### src/rtl/alu_share_arbiter_if.sv
// Request/response bundle between the two ALU clients and alu_share_arbiter.
// Handshake: a transfer happens on a rising clk edge where valid and ready are both 1;
// valid must not depend on ready, and payload must hold while valid is 1 and ready is 0.
interface alu_share_arbiter_if #(
  parameter int WIDTH = 32
);
  logic             req0_valid;
  logic             req0_ready;
  logic [WIDTH-1:0] req0_a;
  logic [WIDTH-1:0] req0_b;
  logic [2:0]       req0_op;
  logic             req1_valid;
  logic             req1_ready;
  logic [WIDTH-1:0] req1_a;
  logic [WIDTH-1:0] req1_b;
  logic [2:0]       req1_op;

  logic             rsp0_valid;
  logic             rsp0_ready;
  logic [WIDTH-1:0] rsp0_result;
  logic             rsp0_zero;
  logic             rsp1_valid;
  logic             rsp1_ready;
  logic [WIDTH-1:0] rsp1_result;
  logic             rsp1_zero;

  modport master (
    output req0_valid, req0_a, req0_b, req0_op, input req0_ready,
    output req1_valid, req1_a, req1_b, req1_op, input req1_ready,
    input  rsp0_valid, rsp0_result, rsp0_zero, output rsp0_ready,
    input  rsp1_valid, rsp1_result, rsp1_zero, output rsp1_ready
  );

  modport slave (
    input  req0_valid, req0_a, req0_b, req0_op, output req0_ready,
    input  req1_valid, req1_a, req1_b, req1_op, output req1_ready,
    output rsp0_valid, rsp0_result, rsp0_zero, input rsp0_ready,
    output rsp1_valid, rsp1_result, rsp1_zero, input rsp1_ready
  );
endinterface

### src/rtl/alu_share_arbiter.sv
// Round-robin sharing of one combinational integer ALU between two requesters,
// with one registered result slot per requester and a saturating conflict counter.
module alu_share_arbiter #(
  parameter int WIDTH = 32,
  parameter int CNT_W = 16
) (
  input  logic                 clk,
  input  logic                 rst,
  alu_share_arbiter_if.slave   bus,
  output logic [CNT_W-1:0]     conflict_cnt,
  output logic                 prio_dbg_o
);
  localparam logic [CNT_W-1:0] CNT_MAX = '1;

  logic             rsp0_valid_q, rsp0_valid_d;
  logic             rsp1_valid_q, rsp1_valid_d;
  logic [WIDTH-1:0] rsp0_result_q, rsp0_result_d;
  logic [WIDTH-1:0] rsp1_result_q, rsp1_result_d;
  logic             rsp0_zero_q, rsp0_zero_d;
  logic             rsp1_zero_q, rsp1_zero_d;
  logic             prio_q, prio_d;
  logic [CNT_W-1:0] cnt_q, cnt_d;

  logic             elig0, elig1;
  logic             grant0, grant1;
  logic [2:0]       alu_op;
  logic [WIDTH-1:0] alu_a, alu_b, alu_y;

  function automatic logic [WIDTH-1:0] alu(input logic [2:0] op,
                                           input logic [WIDTH-1:0] a,
                                           input logic [WIDTH-1:0] b);
    logic [WIDTH-1:0] diff;
    diff = a - b;
    alu  = '0;
    case (op)
      3'b000:  alu = a + b;
      3'b001:  alu = diff;
      3'b010:  alu = a & b;
      3'b011:  alu = a | b;
      3'b100:  alu = a ^ b;
      // Raw sign of the difference; overflow is deliberately not corrected.
      3'b101:  alu = {{(WIDTH-1){1'b0}}, diff[WIDTH-1]};
      default: alu = '0;
    endcase
    return alu;
  endfunction

  // A slot that is draining this cycle can be refilled in the same cycle.
  assign elig0 = bus.req0_valid & (~rsp0_valid_q | bus.rsp0_ready);
  assign elig1 = bus.req1_valid & (~rsp1_valid_q | bus.rsp1_ready);

  always_comb begin
    grant0 = 1'b0;
    grant1 = 1'b0;
    if (!rst) begin
      if (elig0 && elig1) begin
        grant0 = ~prio_q;
        grant1 = prio_q;
      end else begin
        grant0 = elig0;
        grant1 = elig1;
      end
    end
  end

  always_comb begin
    alu_op = bus.req0_op;
    alu_a  = bus.req0_a;
    alu_b  = bus.req0_b;
    if (grant1) begin
      alu_op = bus.req1_op;
      alu_a  = bus.req1_a;
      alu_b  = bus.req1_b;
    end
    alu_y = alu(alu_op, alu_a, alu_b);
  end

  always_comb begin
    rsp0_valid_d  = rsp0_valid_q & ~bus.rsp0_ready;
    rsp1_valid_d  = rsp1_valid_q & ~bus.rsp1_ready;
    rsp0_result_d = rsp0_result_q;
    rsp1_result_d = rsp1_result_q;
    rsp0_zero_d   = rsp0_zero_q;
    rsp1_zero_d   = rsp1_zero_q;
    prio_d        = prio_q;
    cnt_d         = cnt_q;
    if (grant0) begin
      rsp0_valid_d  = 1'b1;
      rsp0_result_d = alu_y;
      rsp0_zero_d   = (alu_y == '0);
      prio_d        = 1'b1;
    end
    if (grant1) begin
      rsp1_valid_d  = 1'b1;
      rsp1_result_d = alu_y;
      rsp1_zero_d   = (alu_y == '0);
      prio_d        = 1'b0;
    end
    if (bus.req0_valid && bus.req1_valid && (cnt_q != CNT_MAX)) begin
      cnt_d = cnt_q + CNT_W'(1);
    end
  end

  always_ff @(posedge clk or posedge rst) begin
    if (rst) begin
      rsp0_valid_q  <= 1'b0;
      rsp1_valid_q  <= 1'b0;
      rsp0_result_q <= '0;
      rsp1_result_q <= '0;
      rsp0_zero_q   <= 1'b0;
      rsp1_zero_q   <= 1'b0;
      prio_q        <= 1'b0;
      cnt_q         <= '0;
    end else begin
      rsp0_valid_q  <= rsp0_valid_d;
      rsp1_valid_q  <= rsp1_valid_d;
      rsp0_result_q <= rsp0_result_d;
      rsp1_result_q <= rsp1_result_d;
      rsp0_zero_q   <= rsp0_zero_d;
      rsp1_zero_q   <= rsp1_zero_d;
      prio_q        <= prio_d;
      cnt_q         <= cnt_d;
    end
  end

  assign bus.req0_ready  = grant0;
  assign bus.req1_ready  = grant1;
  assign bus.rsp0_valid  = rsp0_valid_q;
  assign bus.rsp1_valid  = rsp1_valid_q;
  assign bus.rsp0_result = rsp0_result_q;
  assign bus.rsp1_result = rsp1_result_q;
  assign bus.rsp0_zero   = rsp0_zero_q;
  assign bus.rsp1_zero   = rsp1_zero_q;
  assign conflict_cnt    = cnt_q;
  assign prio_dbg_o      = prio_q;
endmodule

### src/flat_wrapper.sv
// flat-port wrapper written by rule: the top's interface ports become plain ports
module alu_share_arbiter_flat 
#(
  parameter int WIDTH = 32,
  parameter int CNT_W = 16
)
  (clk, rst, conflict_cnt, prio_dbg_o, bus_req0_valid, bus_req0_a, bus_req0_b, bus_req0_op, bus_req0_ready, bus_req1_valid, bus_req1_a, bus_req1_b, bus_req1_op, bus_req1_ready, bus_rsp0_valid, bus_rsp0_result, bus_rsp0_zero, bus_rsp0_ready, bus_rsp1_valid, bus_rsp1_result, bus_rsp1_zero, bus_rsp1_ready);
  alu_share_arbiter_if #(.WIDTH(WIDTH)) bus_i ();
  input  logic clk;
  input  logic rst;
  output logic [CNT_W-1:0] conflict_cnt;
  output logic prio_dbg_o;
  input wire logic [$bits(bus_i.req0_valid)-1:0] bus_req0_valid;
  input wire logic [$bits(bus_i.req0_a)-1:0] bus_req0_a;
  input wire logic [$bits(bus_i.req0_b)-1:0] bus_req0_b;
  input wire logic [$bits(bus_i.req0_op)-1:0] bus_req0_op;
  output wire logic [$bits(bus_i.req0_ready)-1:0] bus_req0_ready;
  input wire logic [$bits(bus_i.req1_valid)-1:0] bus_req1_valid;
  input wire logic [$bits(bus_i.req1_a)-1:0] bus_req1_a;
  input wire logic [$bits(bus_i.req1_b)-1:0] bus_req1_b;
  input wire logic [$bits(bus_i.req1_op)-1:0] bus_req1_op;
  output wire logic [$bits(bus_i.req1_ready)-1:0] bus_req1_ready;
  output wire logic [$bits(bus_i.rsp0_valid)-1:0] bus_rsp0_valid;
  output wire logic [$bits(bus_i.rsp0_result)-1:0] bus_rsp0_result;
  output wire logic [$bits(bus_i.rsp0_zero)-1:0] bus_rsp0_zero;
  input wire logic [$bits(bus_i.rsp0_ready)-1:0] bus_rsp0_ready;
  output wire logic [$bits(bus_i.rsp1_valid)-1:0] bus_rsp1_valid;
  output wire logic [$bits(bus_i.rsp1_result)-1:0] bus_rsp1_result;
  output wire logic [$bits(bus_i.rsp1_zero)-1:0] bus_rsp1_zero;
  input wire logic [$bits(bus_i.rsp1_ready)-1:0] bus_rsp1_ready;
  assign bus_i.req0_valid = bus_req0_valid;
  assign bus_i.req0_a = bus_req0_a;
  assign bus_i.req0_b = bus_req0_b;
  assign bus_i.req0_op = bus_req0_op;
  assign bus_req0_ready = bus_i.req0_ready;
  assign bus_i.req1_valid = bus_req1_valid;
  assign bus_i.req1_a = bus_req1_a;
  assign bus_i.req1_b = bus_req1_b;
  assign bus_i.req1_op = bus_req1_op;
  assign bus_req1_ready = bus_i.req1_ready;
  assign bus_rsp0_valid = bus_i.rsp0_valid;
  assign bus_rsp0_result = bus_i.rsp0_result;
  assign bus_rsp0_zero = bus_i.rsp0_zero;
  assign bus_i.rsp0_ready = bus_rsp0_ready;
  assign bus_rsp1_valid = bus_i.rsp1_valid;
  assign bus_rsp1_result = bus_i.rsp1_result;
  assign bus_rsp1_zero = bus_i.rsp1_zero;
  assign bus_i.rsp1_ready = bus_rsp1_ready;
  alu_share_arbiter #(.WIDTH(WIDTH), .CNT_W(CNT_W)) u_core (.clk(clk), .rst(rst), .bus(bus_i), .conflict_cnt(conflict_cnt), .prio_dbg_o(prio_dbg_o));
endmodule
### config.mk
export PLATFORM = sky130hd
export DESIGN_NAME = alu_share_arbiter_flat
export DESIGN_NICKNAME = d
export VERILOG_FILES = /design/src/rtl/alu_share_arbiter_if.sv /design/src/rtl/alu_share_arbiter.sv /design/src/flat_wrapper.sv
export SDC_FILE = /design/constraint.sdc
export NUM_CORES = 1
export LEC_CHECK = 0
export BUFFER_PORTS_ARGS = -buffer_cell sky130_fd_sc_hd__buf_2
export CELL_PAD_IN_SITES_DETAIL_PLACEMENT = 1
export CELL_PAD_IN_SITES_GLOBAL_PLACEMENT = 2
export CORE_ASPECT_RATIO = 0.8
export CORE_MARGIN = 2
export CORE_UTILIZATION = 30
export CTS_CLUSTER_SIZE = 20
export DETAILED_ROUTE_END_ITERATION = 16
export PLACE_DENSITY_LB_ADDON = 0.1
export SETUP_SLACK_MARGIN = 0.15
export SLEW_MARGIN = 25
export SYNTH_ARGS = -nofsm -noshare
export SYNTH_HDL_FRONTEND = slang
export SYNTH_SLANG_ARGS = --single-unit
### constraint.sdc
create_clock -name clk -period 13.9 [get_ports clk]
set_input_delay 0 -clock clk [delete_from_list [all_inputs] [get_ports clk]]
set_output_delay 0 -clock clk [all_outputs]
set_load 0.005 [all_outputs]
==> results.cfg <==
[critical_path]
crit_chain = nor2b_1 -> a211o_4 -> inv_2 -> buf_4 -> nand2_1 -> nand2_1 -> ha_1 -> a21oi_1 -> o211a_1 -> nor3_1 -> a211oi_1 -> o21ai_0 -> a211oi_1 -> xnor2_1 -> o211a_1 -> and2_1 -> nand4_1 -> o41ai_2
cp-start-kind = flip-flop
endpoint_kind = flip-flop
max_stage_delay_ns = 0.68
critical_path_arrival_ns = 6.67
critPathKind = reg -> reg
path_max_fanout = 35
cp.required_ns = 14.13
crit_slowest_cell = a211oi_1

[die]
die_w_um = 207
die_area_um2 = 34300
start_util_pct = 30.4
die_h_um = 166
core_area_um2 = 32400
std_cell_rows = 59
pin_count = 227

[yosys]
postSynthNetCount = 1634
yosysSeqAreaShare_pct = 21.6
ys_ff_latch = 85
synth_area_per_cell_um2 = 7.13
ys_types = 86
synth_flop_cell = dfrtp_1
synth-edff-count = 0
syn_inst = 1381
ys_async_sr_fraction_pct = 100
synth_area_um2 = 9850
yosys_warnings = 0

[cts]
clock-sinks = 85
htree_levels = 3
cts_tree = built
clk_pin_slew_ns = 0.06
insertion_delay_ns = 0.34
clock_tree.buffer_depth = 2
cts-buffers-inserted = 9
root_buffer = clkbuf_16
ctsResizeCount = 0

[drt]
ant_nets = 0
drc_errors = 0
drt_iter0_markers = 758
vias = 10800
dr.pass1.iters = 5
drt-wirelength-per-cell_um = 22.0
drt-total-wl_mm = 43.8
via_per_inst = 5.44

[finish]
drive_gt1_share_pct = 18.9
fin_nets = 1812
antenna_cells = 0
syn2layout_area_growth_pct = 17.7

[grt]
overflow = 0
grt_pass1_wl_mm = 66.0
first_global_vias = 10600
grt_use_total_pct = 24.9
antenna_found_initial = 0
grt_max_degree = 66

[timing]
fin_tns_setup_ns = 0
skew_ns = 0.00680
period_minus_slack_ns = 6.44
worst_slack_ns = 7.46
finalSetupViolations = 0
hold_viol_final = 0
period_share_pct = 46.3
slew_violations = 0
clock.fmax_ghz = 0.155
slew_headroom_pct = 24.2
worst_pin_slew_ns = 1.13
grt_setup_unrepaired = false

[hold_path]
hold_class = in -> reg

[placement]
pre_cts_ws_ns = 7.51
io_buffer_count = 226
dp_hpwl_mm = 35.1
gp_congestion = 0.985

[pwr]
seqPwrFrac_pct = 27.6
p_int_uw = 711
p_comb_share_pct = 56.0
p_sw_share_pct = 47.6
p_switching_uw = 646
power_density_nw_per_um2 = 117
clock_power_share_pct = 16.5
total_leakage_power_nw = 5.84
irDropWorstVdd_mv = 0.0561

[outcome]
status = finished clean

[job]
maxCapViolations = 0
-- Yosys cell counts (4+ instances only) --
master     instances  share of area (%)
nand3_1           20                1.0
o221a_2            5               0.57
buf_6              4               0.46
xnor2_1           23                2.0
mux2i_1            9               0.91
a21o_1            13               0.99
ha_1             111                 14
nor2_1            91                3.5
o21ai_0          106                5.4
nand4_1           18                1.1
o21bai_1          12               0.91
o211a_1            5               0.51
a211oi_1          18                1.4
a211o_1            6               0.53
nor4_1            13               0.83
a2111o_1           4               0.46
or2_2              6               0.38
xor2_1             9               0.80
inv_1             94                3.6
nor2b_1           11               0.70
a21boi_0           6               0.46
clkbuf_1          49                1.9
a2111oi_0          4               0.36
nand2_1          336                 13
nor3_1            15               0.76
buf_2             18               0.91
o211ai_1          17                1.3
and3_1             7               0.44
o2bb2ai_1          4               0.36
and2_1             9               0.57
dfrtp_1           85                 22
a21oi_1           96                4.9
a221oi_1           9               0.80
nand2b_1          16                1.0
o31ai_1           19                1.4
or3_1              6               0.38
and4_1             6               0.53
o22ai_1            9               0.57
o2111ai_1          9               0.80
a31oi_1           10               0.63
-- stage by stage --
stage / power (mW) / cells / utilization (%) / hold WS, ns / instance area (um2)
3_5_place_dp: 1.13 / 1972 / 34.8 / 0.113 / 11300
4_1_cts: 1.36 / 1990 / 35.8 / 0.00228 / 11600
6_report: 1.36 / 1990 / 35.8 / 0.0233 / 11600
3_3_place_gp: 1.12 / 1972 / 34.8 / 0.108 / 11300
5_1_grt: 1.46 / 1990 / 35.8 / 0.0186 / 11600
2_1_floorplan: 0.814 / 1381 / - / 0.0950 / 9850
-- state kept, by name (all words and copies together), names as in the netlist --
name / count
u_core.bus.rsp0_valid: 1
u_core.bus.rsp0_zero: 1
u_core.prio_dbg_o: 1
u_core.bus.rsp1_valid: 1
u_core.bus.rsp1_zero: 1
u_core.conflict_cnt: 16
u_core.bus.rsp0_result: 32
u_core.bus.rsp1_result: 32
-- placed cells by master (no fill, tap or decap), types with 7 or more instances in the layout --
cell type	synthesis	layout
xnor2_1	23	23
nand2b_1	16	16
a21oi_1	96	96
and2_1	9	9
nand4_1	18	18
o31ai_1	19	19
o22ai_1	9	9
ha_1	111	111
o21bai_1	12	12
nand3_1	20	20
a31oi_1	10	10
a211oi_1	18	18
o211ai_1	17	17
clkbuf_16	0	9
nor2_1	91	91
xor2_1	9	9
nor4_1	13	13
a221oi_1	9	9
a21o_1	13	13
buf_2	18	226
inv_1	94	93
buf_4	2	12
o21ai_0	106	106
nor2b_1	11	11
nor3_1	15	15
o2111ai_1	9	9
nand2_1	336	336
and3_1	7	7
mux2i_1	9	7
dfrtp_1	85	85
-- power by group through the flow --
stage | logic [mW] | registers [mW] | clock network, mW
CTS | 0.752 | 0.375 | 0.229
floorplan | 0.440 | 0.375 | 0
detailed placement | 0.747 | 0.379 | 0
global placement | 0.743 | 0.375 | 0
global route | 0.837 | 0.384 | 0.241
finish | 0.760 | 0.374 | 0.223
-- cell families (layout without fill, tap and decap cells) --
kind of cell,count (synthesis),after routing,synth area share (%)
AO/OA/AOI/OAI,397,397,26.7
XOR/XNOR,32,32,2.84
adder cells (fa/ha/maj),113,113,14.5
buffers and inverters,169,351,7.05
flip-flops,85,85,21.6
multiplexers,16,16,1.97
AND/OR/NAND/NOR,569,569,25.3
-- path summary, 6_finish.rpt --
kind                       depth (start not counted)  slack [ns]                                     end                                   start
max                                               18        7.46        u_core.bus.rsp0_zero$_DFFE_PP0P_         u_core.bus.rsp1_valid$_DFF_PP0_
min reg2reg                                        2        0.47  u_core.bus.rsp1_result[15]$_DFFE_PP0N_  u_core.bus.rsp1_result[15]$_DFFE_PP0N_
max in group asynchronous                          4       12.51      u_core.conflict_cnt[7]$_DFFE_PP0P_                                     rst
max reg2reg                                       18        7.46        u_core.bus.rsp0_zero$_DFFE_PP0P_         u_core.bus.rsp1_valid$_DFF_PP0_
min in group asynchronous                          3        0.30   u_core.bus.rsp1_result[6]$_DFFE_PP0N_                                     rst
min                                                3        0.02         u_core.bus.rsp0_valid$_DFF_PP0_                          bus_rsp0_ready
-- layout make-up --
cell class | instances | area, um2
multi-input combinational | 1127 | 7050
fill | 4167 | 20800
clock inverter | 5 | 37.5
timing repair buffer | 241 | 1250
sequential | 85 | 2130
tap | 427 | 534
inverter | 95 | 358
clock buffer | 10 | 239
-- routing by layer --
layer	vias up	GRT usage, %	part of all wire, %
met3	33	3.77	6.1
met1	5266	40.1	53
met5	-	0	0
met2	352	34.5	40
met4	0	4.29	1.2
li1	5172	-	-
-- worst max-delay path, delay by kind of cell, from the launching register on --
| family | cells | cell delay, ns |
|---|---|---|
| xor+xnor | 1 | 0.19 |
| fa+ha+maj | 1 | 0.43 |
| buf+inv | 2 | 1.01 |
| compound gates | 8 | 3.40 |
| simple gates | 6 | 0.82 |
| flops | 1 | 0.39 |
-- timing repair --
item,CTS,global route
hold endpoints to repair,35,0
hold buffers,3,0
setup buffers,0,0
(Power assumes the default switching activity.)
